File: src/rtl/apb_timer_slave.sv
// -----------------------------------------------------------------------------
// apb_timer_slave
//
// This is a zero-wait-state APB completer. It serves one PSEL line of the
// AHB-to-APB bridge. It holds a small register bank in front of a 32-bit
// down-counter timer:
//   0x00 CTRL    RW  [0] EN, [1] AUTO_RELOAD, [2] IRQ_EN
//   0x01 LOAD    RW  reload value
//   0x02 COUNT   RW  read: live counter, write: load the counter directly
//   0x03 STATUS  W1C [0] EXPIRED, [1] PROT_ERR (both sticky)
//   0x04 SCRATCH RW  general purpose
//   0x05 ID      RO  ID_VALUE
//   0x06..       reads return 0 and writes are ignored
//
// The bus has no PREADY or PSLVERR, so every transfer is exactly SETUP+ACCESS.
// Read data is captured in the SETUP cycle. It then holds steady through
// ACCESS and afterwards.
//
// Ports:
//   HCLK     bus clock, rising edge
//   RESET    asynchronous, active-high reset
//   PSEL     slave select
//   PENABLE  access-phase indicator
//   PWRITE   1 = write, 0 = read
//   PADDR    word index (ADDR_W bits)
//   PWDATA   write data
//   PRDATA   registered read data
//   IRQ      level interrupt: STATUS.EXPIRED & CTRL.IRQ_EN, registered
// -----------------------------------------------------------------------------
module apb_timer_slave #(
    parameter logic [31:0] ID_VALUE = 32'hA9B0_0001,
    parameter int          ADDR_W   = 5
) (
    input  logic              HCLK,
    input  logic              RESET,
    input  logic              PSEL,
    input  logic              PENABLE,
    input  logic              PWRITE,
    input  logic [ADDR_W-1:0] PADDR,
    input  logic [31:0]       PWDATA,
    output logic [31:0]       PRDATA,
    output logic              IRQ
);

    localparam logic [ADDR_W-1:0] ADDR_CTRL    = ADDR_W'(0);
    localparam logic [ADDR_W-1:0] ADDR_LOAD    = ADDR_W'(1);
    localparam logic [ADDR_W-1:0] ADDR_COUNT   = ADDR_W'(2);
    localparam logic [ADDR_W-1:0] ADDR_STATUS  = ADDR_W'(3);
    localparam logic [ADDR_W-1:0] ADDR_SCRATCH = ADDR_W'(4);
    localparam logic [ADDR_W-1:0] ADDR_ID      = ADDR_W'(5);

    // Bit positions inside CTRL and STATUS
    localparam int CTRL_EN      = 0;
    localparam int CTRL_AUTO    = 1;
    localparam int CTRL_IRQ_EN  = 2;
    localparam int STAT_EXPIRED = 0;
    localparam int STAT_PROT    = 1;

    typedef enum logic [1:0] {
        ST_IDLE,
        ST_SETUP,
        ST_ACCESS
    } state_t;

    // -------------------------------------------------------------------------
    // State
    // -------------------------------------------------------------------------
    state_t              state_q, state_d;
    logic [ADDR_W-1:0]   addr_q, addr_d;      // PADDR latched at SETUP
    logic                write_q, write_d;    // PWRITE latched at SETUP
    logic [2:0]          ctrl_q, ctrl_d;
    logic [31:0]         load_q, load_d;
    logic [31:0]         count_q, count_d;
    logic [1:0]          status_q, status_d;
    logic [31:0]         scratch_q, scratch_d;
    logic [31:0]         prdata_q, prdata_d;
    logic                irq_q, irq_d;

    // -------------------------------------------------------------------------
    // Bus-phase decode
    // -------------------------------------------------------------------------
    logic        setup_cyc;    // PSEL & !PENABLE: the bus SETUP phase
    logic        access_cyc;   // PSEL &  PENABLE: the bus ACCESS phase
    logic        commit;       // the single write strobe of a transfer
    logic        prot_err;     // hardware set of STATUS.PROT_ERR
    logic        exp_set;      // hardware set of STATUS.EXPIRED
    logic [31:0] rd_value;

    assign setup_cyc  = PSEL & ~PENABLE;
    assign access_cyc = PSEL &  PENABLE;

    // -------------------------------------------------------------------------
    // Protocol FSM: next state, write strobe and protocol-error detection
    // -------------------------------------------------------------------------
    always_comb begin
        // NOTE: every output of a combinational block gets a default first.
        // Without it, a path that skips the assignment would infer a latch.
        state_d  = state_q;
        commit   = 1'b0;
        prot_err = 1'b0;

        case (state_q)
            ST_IDLE: begin
                if (setup_cyc) begin
                    state_d = ST_SETUP;
                end else if (access_cyc) begin
                    // ACCESS with no preceding SETUP: flag it and stay idle.
                    prot_err = 1'b1;
                end
            end

            ST_SETUP: begin
                if (access_cyc) begin
                    state_d = ST_ACCESS;
                    // The address and direction must not move between phases.
                    // If they do, the transfer is dropped.
                    if ((PADDR != addr_q) || (PWRITE != write_q)) begin
                        prot_err = 1'b1;
                    end else begin
                        commit = PWRITE;
                    end
                end else if (!PSEL) begin
                    state_d = ST_IDLE;
                end
            end

            ST_ACCESS: begin
                // A stretched ACCESS stays here. Because the write strobe fires
                // only on the SETUP->ACCESS edge, it cannot fire again.
                if (setup_cyc) begin
                    state_d = ST_SETUP;
                end else if (access_cyc) begin
                    state_d = ST_ACCESS;
                end else begin
                    state_d = ST_IDLE;
                end
            end

            default: state_d = ST_IDLE;
        endcase
    end

    // SETUP qualifiers are relatched on every SETUP cycle
    assign addr_d  = setup_cyc ? PADDR  : addr_q;
    assign write_d = setup_cyc ? PWRITE : write_q;

    // -------------------------------------------------------------------------
    // Read mux
    // -------------------------------------------------------------------------
    always_comb begin
        rd_value = 32'd0;
        case (PADDR)
            ADDR_CTRL:    rd_value = {29'd0, ctrl_q};
            ADDR_LOAD:    rd_value = load_q;
            ADDR_COUNT:   rd_value = count_q;
            ADDR_STATUS:  rd_value = {30'd0, status_q};
            ADDR_SCRATCH: rd_value = scratch_q;
            ADDR_ID:      rd_value = ID_VALUE;
            default:      rd_value = 32'd0;
        endcase
    end

    // Capture in SETUP so that PRDATA is already stable for the whole ACCESS
    assign prdata_d = (setup_cyc && !PWRITE) ? rd_value : prdata_q;

    // -------------------------------------------------------------------------
    // Register bank and timer
    // -------------------------------------------------------------------------
    logic wr_ctrl, wr_load, wr_count, wr_status, wr_scratch;

    assign wr_ctrl    = commit && (PADDR == ADDR_CTRL);
    assign wr_load    = commit && (PADDR == ADDR_LOAD);
    assign wr_count   = commit && (PADDR == ADDR_COUNT);
    assign wr_status  = commit && (PADDR == ADDR_STATUS);
    assign wr_scratch = commit && (PADDR == ADDR_SCRATCH);

    always_comb begin
        ctrl_d  = ctrl_q;
        count_d = count_q;
        exp_set = 1'b0;

        // Timer step. It only moves while EN is set. Zero is terminal:
        // the counter never wraps below zero.
        if (ctrl_q[CTRL_EN]) begin
            if (count_q != 32'd0) begin
                count_d = count_q - 32'd1;
            end else begin
                exp_set = 1'b1;
                if (ctrl_q[CTRL_AUTO]) begin
                    count_d = load_q;
                end else begin
                    ctrl_d[CTRL_EN] = 1'b0;
                end
            end
        end

        // Software writes are applied last, so they win over the timer on the
        // same edge.
        if (wr_ctrl) begin
            ctrl_d = PWDATA[2:0];
        end
        if (wr_count) begin
            count_d = PWDATA;
        end
    end

    assign load_d    = wr_load    ? PWDATA : load_q;
    assign scratch_d = wr_scratch ? PWDATA : scratch_q;

    // W1C is applied first, then the hardware sets, so a set on the same edge
    // survives the clear.
    always_comb begin
        status_d = status_q;
        if (wr_status) begin
            status_d = status_q & ~PWDATA[1:0];
        end
        if (exp_set) begin
            status_d[STAT_EXPIRED] = 1'b1;
        end
        if (prot_err) begin
            status_d[STAT_PROT] = 1'b1;
        end
    end

    // IRQ comes from flops, so it follows EXPIRED by one cycle
    assign irq_d = status_q[STAT_EXPIRED] & ctrl_q[CTRL_IRQ_EN];

    // -------------------------------------------------------------------------
    // Sequential state
    // -------------------------------------------------------------------------
    // NOTE: every flop here is reset, including the data registers. This is a
    // small register bank rather than a memory array, so software always
    // reads a defined value after RESET.
    always_ff @(posedge HCLK or posedge RESET) begin
        if (RESET) begin
            state_q   <= ST_IDLE;
            addr_q    <= '0;
            write_q   <= 1'b0;
            ctrl_q    <= '0;
            load_q    <= '0;
            count_q   <= '0;
            status_q  <= '0;
            scratch_q <= '0;
            prdata_q  <= '0;
            irq_q     <= 1'b0;
        end else begin
            // NOTE: sequential state uses non-blocking assignments. All flops
            // then update together from pre-edge values, with no ordering
            // races.
            state_q   <= state_d;
            addr_q    <= addr_d;
            write_q   <= write_d;
            ctrl_q    <= ctrl_d;
            load_q    <= load_d;
            count_q   <= count_d;
            status_q  <= status_d;
            scratch_q <= scratch_d;
            prdata_q  <= prdata_d;
            irq_q     <= irq_d;
        end
    end

    assign PRDATA = prdata_q;
    assign IRQ    = irq_q;

endmodule

File: config.mk
export PLATFORM = sky130hd
export DESIGN_NAME = apb_timer_slave
export DESIGN_NICKNAME = d
export VERILOG_FILES = /design/src/rtl/apb_timer_slave.sv
export SDC_FILE = /design/constraint.sdc
export NUM_CORES = 1
export LEC_CHECK = 0
export CAP_MARGIN = 40
export CORE_MARGIN = 1
export CORE_UTILIZATION = 50
export CTS_CLUSTER_SIZE = 28
export DETAILED_ROUTE_END_ITERATION = 7
export PLACE_DENSITY_LB_ADDON = 0.3
export SYNTH_ARGS = -nofsm -noshare
export SYNTH_HDL_FRONTEND = slang
export SYNTH_SLANG_ARGS = --single-unit
File: constraint.sdc
create_clock -name HCLK -period 10.2 [get_ports HCLK]
set_clock_uncertainty 0.2 [all_clocks]
set_input_delay 2.04 -clock HCLK [delete_from_list [all_inputs] [get_ports HCLK]]
set_output_delay 2.04 -clock HCLK [all_outputs]
set_load 0.01 [all_outputs]
==> results.sh <==
export IMPL_status="completed"
export IMPL_powerDensity_nw_per_um2=160
export IMPL_reg2reg_to="count_q[10]$_DFFE_PP0P_"
export IMPL_yosys_area_top_type="dfrtp_1"
export IMPL_setup_tns_ns=0
export IMPL_hold_class="reg2reg"
export IMPL_post_route_period_util_pct=49.5
export IMPL_finish_instance_area_um2=8790
export IMPL_cap_violations=0
export IMPL_ys_warn_count=0
export IMPL_slew_viol_final=0
export IMPL_firstDrtPassIters=7
export IMPL_diodes=0
export IMPL_drt_wl_total_um=20300
export IMPL_grt_max_degree=67
export IMPL_drtIter0Drc=526
export IMPL_die_area_um2=15000
export IMPL_power_leakage_uw=0.00369
export IMPL_synthArstFlopShare_pct=100
export IMPL_synth_most_common_cell="dfrtp_1"
export IMPL_reg2reg_depth=7
export IMPL_syn_cell_area_um2=7270
export IMPL_hold_viol=0
export IMPL_post_cts_setup_buffers=0
export IMPL_wl_per_cell_um=21.4
export IMPL_die_w_um=123
export IMPL_setup_viol=0
export IMPL_min_path_cells=2
export IMPL_max_freq_mhz=198
export IMPL_synth_cell_type_count=63
export IMPL_numPortBuffers=74
export IMPL_post_cts_resized=0
export IMPL_min_from="PRDATA[28]$_DFFE_PP0P_"
export IMPL_arrival_ns=5.15
export IMPL_tightestPinTransition_ns=0.968
export IMPL_synth_nets=745
export IMPL_post_route_util_pct=62.6
export IMPL_synth_ff_type="dfrtp_1"
export IMPL_numClockSinks=142
export IMPL_fin_nets=799
export IMPL_path_class="in2reg"
export IMPL_cts_root_buf="clkbuf_16"
export IMPL_grt_overflow_total=0
export IMPL_synthCells=701
export IMPL_post_route_drc_count=0
export IMPL_antenna_found_initial=0
export IMPL_crit_path_end_kind="flip-flop"
export IMPL_drive_gt1_share_pct=17.7
export IMPL_fin_crit_ns=5.05
export IMPL_synth_seq_cells=142
export IMPL_worstPathMaxFanout=33
export IMPL_place_congestion=0.922
export IMPL_netlist_top_cells_count="142 x dfrtp_1, 68 x mux2_2, 61 x nand2_1"
export IMPL_via_per_inst=6.60
export IMPL_cts_tree="done"
export IMPL_slew_headroom_pct=34.9
export IMPL_dpl_cell_area_um2=8180
export IMPL_grt_pass1_wl_um=33100
export IMPL_clock_latency_ns=0.42
export IMPL_synthTopCellsByArea="dfrtp_1 49%, mux2_2 11%, o21ai_0 3.7%, a222oi_1 3.4%, nand2_1 3.1%"
export IMPL_num_vias=6260
export IMPL_grtUsageTotal_pct=28.9
export IMPL_clk_pin_slew_worst_paths_ns=0.06
export IMPL_syn_area_per_cell_um2=10.4
export IMPL_rsz0062_at_grt="no"
export IMPL_design_core_area_um2=14000
export IMPL_startpoint_type="input pin"
export IMPL_num_rows=43
export IMPL_critPathRequiredTime_ns=10.31
export IMPL_ir_drop_mv=0.119
export IMPL_whs_endpoint="PRDATA[28]$_DFFE_PP0P_"
export IMPL_die_h_um=123
export IMPL_ys_seq_area_share_pct=48.9
export IMPL_r2r_setup_slack_ns=6.40
export IMPL_synth_top_cell_area_share_pct=48.9
export IMPL_r2r_start="count_q[4]$_DFFE_PP0P_"
export IMPL_area_growth_pct=20.9
export IMPL_hold_buffers=0
export IMPL_final_fill_count=1147
export IMPL_grt_pass1_vias=6318
export IMPL_start_util_pct=51.8
export IMPL_cts_made_buffers=17
export IMPL_place_hpwl_um=13200
export IMPL_cts_buffer_depth=2
export IMPL_synth_edf_count=0
export IMPL_pin_count=75
export IMPL_h_tree_depth=4
export IMPL_antenna_left=0
export IMPL_startpoint="PADDR[1]"
[cell usage in the layout, fill, tap and decap left out, types with 20 or more instances in the layout]
cell / count
a21oi_1: 36
a222oi_1: 25
and3_1: 20
clkdlybuf4s50_1: 74
dfrtp_1: 142
mux2_2: 68
nand2_1: 61
nand3_1: 21
nor2_1: 27
o21ai_0: 54
[state kept, by name, indices dropped and copies added, names as in the netlist]
name and flops:
PRDATA 32, count_q 32, load_q 32, scratch_q 32, addr_q 5, ctrl_q 3, state_q 2, status_q 2
IRQ 1, write_q 1
[layout make-up]
| class | instances | area, um^2 | area share (%) |
|---|---|---|---|
| clock buffer | 21 | 470 | 5.35 |
| tap | 180 | 225 | 2.56 |
| inverter | 6 | 27.5 | 0.313 |
| sequential | 142 | 3550 | 40.4 |
| multi-input combinational | 497 | 3480 | 39.6 |
| timing repair buffer | 91 | 898 | 10.2 |
| clock inverter | 11 | 139 | 1.58 |
[worst max-delay path by stage]
stage / to / slack, ns / cells past startpoint
2_1_floorplan: IRQ$_DFF_PP0_ / 4.15 / 1
3_3_place_gp: scratch_q[11]$_DFFE_PP0P_ / 4.82 / 6
3_5_place_dp: scratch_q[12]$_DFFE_PP0P_ / 4.71 / 6
4_1_cts: scratch_q[12]$_DFFE_PP0P_ / 5.13 / 6
5_1_grt: scratch_q[10]$_DFFE_PP0P_ / 5.02 / 7
6_report: scratch_q[10]$_DFFE_PP0P_ / 5.15 / 7
[critical path, stage by stage]
cell	delay (ns)
clkdlybuf4s50_1	0.55
nor4b_1	0.41
nor2b_2	0.20
buf_4	0.39
and3_1	0.75
buf_4	0.42
mux2_2	0.38
[layer usage]
layer	GRT usage (%)	routed length, um
met2	46.3	9770
met3	6.04	1520
met5	0	0
met4	12.4	482
met1	37.8	8530
[kinds of logic (layout without fill, tap and decap cells)]
kind of cell | after synthesis | count (layout) | share of synthesized area, %
multiplexers | 72 | 72 | 11.1
AO/OA/AOI/OAI | 194 | 194 | 18.1
AND/OR/NAND/NOR | 207 | 207 | 15.3
buffers and inverters | 62 | 129 | 3.63
XOR/XNOR | 22 | 22 | 2.65
flip-flops | 142 | 142 | 48.9
adder cells (fa/ha/maj) | 2 | 2 | 0.344
[metrics by stage]
| stage | cells | hold WS (ns) | total power [uW] | setup slack, ns |
|---|---|---|---|---|
| finish | 948 | 0.276 | 1410 | 5.15 |
| global route | 948 | 0.297 | 1460 | 5.02 |
| CTS | 947 | 0.283 | 1410 | 5.13 |
| detailed placement | 915 | 0.268 | 777 | 4.71 |
| global placement | 911 | 0.261 | 765 | 4.82 |
| floorplan | 701 | 0.251 | 720 | 4.15 |
[power by group]
group	switching (uW)	internal [uW]	total, uW	leakage [uW]
sequential	41.3	584	626	0.00188
clock	237	402	639	0.000299
combinational	77.6	68.6	146	0.00151
total	356	1050	1410	0.00369
Power figures use the tool's default switching activity.
==> RTL change: new RTL, same settings <==
Set the parameter `ADDR_W` to 6 (it was 5).
--- a/src/rtl/apb_timer_slave.sv
+++ b/src/rtl/apb_timer_slave.sv
@@ -29,7 +29,7 @@
 // -----------------------------------------------------------------------------
 module apb_timer_slave #(
     parameter logic [31:0] ID_VALUE = 32'hA9B0_0001,
-    parameter int          ADDR_W   = 5
+    parameter int          ADDR_W   = 6
 ) (
     input  logic              HCLK,
     input  logic              RESET,
Ports: changed (resized PADDR); port bits go from 75 to 76. The function was not compared with the original's and may differ.
==> RTL change against the unedited design <==
- global-route usage down 1.3 points
- cell area grew 0.84%
- synthesized area grew 2.0%
- final cell count grew 4.2%
- wire length fell by 3.5%
- sequential cell count is 1 higher
- non-clock buffer count shrank 2
- worst setup slack worse by 0.54 ns
- fmax down 9.7%
- first-iteration DRC count shrank 9.1%
- largest cell class unchanged
Power is not compared: it rests on default switching activity, and its combinational part moved more than twofold at a synthesized area within 25%.
==> RTL change: results (changes against the unedited design) <==
- Post-Syn Nets: 784 (was 745)
- Worst path arrival time: 5.70 ns (was 5.15 ns)
- VDD IR max: 0.0992 mV
- Fraction of registers with async set or reset after synthesis: 100% (unchanged)
- Overall fraction of global-route tracks in use: 27.6% (was 28.9%)
- Global routing usage on met2: 45.0% (was 46.3%)
- Wire length of the first global-routing pass: 31900 um (was 33100 um)
- Worst min-delay path class: register to register (unchanged)
- Global-route track usage on met3: 5.86% (was 6.04%)
- Final #Nets: 838 (was 799)
- Largest net degree at the start of global routing: 69 (was 67)
- Net switching power figure: 0.264 mW
- Total of warnings raised by yosys: 0 (unchanged)
- Total half-perimeter wirelength after legalization and detailed placement: 13400 um (was 13200 um)
- Ant. Diodes: 0 (unchanged)
- Leakage power figure: 3.68 nW
- Number of buffers created by CTS: 17 (unchanged)
- Cell with the largest stage delay on the worst path: sky130_fd_sc_hd__clkdlybuf4s50_1 (was sky130_fd_sc_hd__and3_1)
- Initial antenna violation count: 0 (unchanged)
- Drt wl/cell: 19.8 um (was 21.4 um)
- Number of filler instances in the final layout: 1189 (was 1147)
- Synth cell count leaders: 143 x sky130_fd_sc_hd__dfrtp_1, 85 x sky130_fd_sc_hd__nand2_1, 74 x sky130_fd_sc_hd__mux2_2 (was 142 x sky130_fd_sc_hd__dfrtp_1, 68 x sky130_fd_sc_hd__mux2_2, 61 x sky130_fd_sc_hd__nand2_1)
- Maximum fanout encountered on the critical timing path: 17 (was 33)
- Area contributors post-synth: sky130_fd_sc_hd__dfrtp_1 48%, sky130_fd_sc_hd__mux2_2 11%, sky130_fd_sc_hd__nand2_1 4.3% (was sky130_fd_sc_hd__dfrtp_1 49%, sky130_fd_sc_hd__mux2_2 11%, sky130_fd_sc_hd__o21ai_0 3.7%)
- Clock latency on the worst-skew pair: 0.43 ns
- Gpl congestion: 0.885 (was 0.922)
- Post-CTS setup-driven buffer insertion count: 0 (unchanged)
- Root buffer cell: sky130_fd_sc_hd__clkbuf_16 (unchanged)
- Highest cell delay on the worst timing path: 0.97 ns (was 0.75 ns)
- Met1 track demand over resource: 35.5% (was 37.8%)
- Count of input and output buffers: 75 (was 74)
- Crit path max-delay family: simple AND/OR/NAND/NOR gates (was buffers and inverters)
- Final-layout setup total negative slack: 0 ns (unchanged)
- Ratio of cells with drive above 1 in the final layout: 16.9% (was 17.7%)
- Maximum clock insertion buffer count: 2 (unchanged)
- Slew HR: 32.1% (was 34.9%)
- Sequential element share of the synthesized area: 48.2% (was 48.9%)
- Run status: completed (unchanged)
- Via count: 6105 (was 6260)
- Clock slew at the register clock pins of the worst setup and hold paths: 0.06 ns (about the same)
- H-tree Lvls: 4 (unchanged)
- Post-synth cell types: 64 (was 63)
- 1st-pass router iterations: 5 (was 7)
- Number of resized instances in the post-cts repair step: 0 (unchanged)
- Final Hold Fails: 0 (unchanged)
- Starting DRC count in detailed routing: 478 (was 526)
## RTL change: worst reg2reg max path, stage by stage, from the launching register on
cell and delay, ns:
sky130_fd_sc_hd__dfrtp_1 0.38, sky130_fd_sc_hd__xnor2_1 0.20, sky130_fd_sc_hd__nand4_1 0.14, sky130_fd_sc_hd__nor4_1 0.84, sky130_fd_sc_hd__nand2_1 0.76, sky130_fd_sc_hd__buf_4 0.46, sky130_fd_sc_hd__mux2_2 0.31
## RTL change: final timing paths
kind | startpoint | to | slack (ns) | cells after the start
max | PADDR[0] | scratch_q[0] | 4.61 | 7
min | PRDATA[2] | PRDATA[2] | 0.28 | 2
min in group asynchronous | RESET | status_q[1] | 1.88 | 2
max in group asynchronous | RESET | count_q[14] | 6.81 | 4
min reg2reg | PRDATA[2] | PRDATA[2] | 0.28 | 2
max reg2reg | addr_q[2] | scratch_q[0] | 6.80 | 6
## RTL change: area by class of cell
cell class                      count  area share [%]
Clock buffer                       23            5.17
Clock inverter                      7           0.734
Inverter                           13           0.607
Multi-Input combinational cell    529            40.1
Sequential cell                   143            40.4
Tap cell                          184            2.60
Timing Repair Buffer               89            10.4
## RTL change: power by group through the flow
stage               Combinational, mW  Clock [mW]  Sequential (mW)
finish                         0.0600       0.564            0.577
global route                   0.0659       0.596            0.577
CTS                            0.0611       0.572            0.577
detailed placement             0.0605           0            0.587
global placement               0.0571           0            0.587
floorplan                      0.0272           0            0.586
## RTL change: cell families (layout without fill, tap and decap cells)
logic type	after synthesis	in the layout	synth area share, %
AO/OA/AOI/OAI	207	207	18.2
XOR/XNOR	14	14	1.65
adder cells (fa/ha/maj)	2	2	0.337
buffers and inverters	67	132	3.90
flip-flops	143	143	48.2
multiplexers	77	77	11.6
AND/OR/NAND/NOR	229	229	16.0
## RTL change: routing by layer
layer | wire [um] | vias up
li1 | - | 2821
met1 | 8470 | 3012
met2 | 9550 | 229
met3 | 1080 | 43
met4 | 478 | 0
met5 | 0 | -
## RTL change: per-stage QoR
step | cell area (um2) | std cells | utilization (%) | hold slack, ns | setup slack [ns]
2_1_floorplan | 7420 | 739 | - | 0.258 | 4.12
6_report | 8870 | 988 | 61.2 | 0.277 | 4.61
5_1_grt | 8870 | 988 | 61.2 | 0.303 | 4.51
3_5_place_dp | 8340 | 958 | 57.6 | 0.274 | 4.32
3_3_place_gp | 8220 | 950 | 56.8 | 0.261 | 4.27
4_1_cts | 8870 | 988 | 61.2 | 0.287 | 4.73
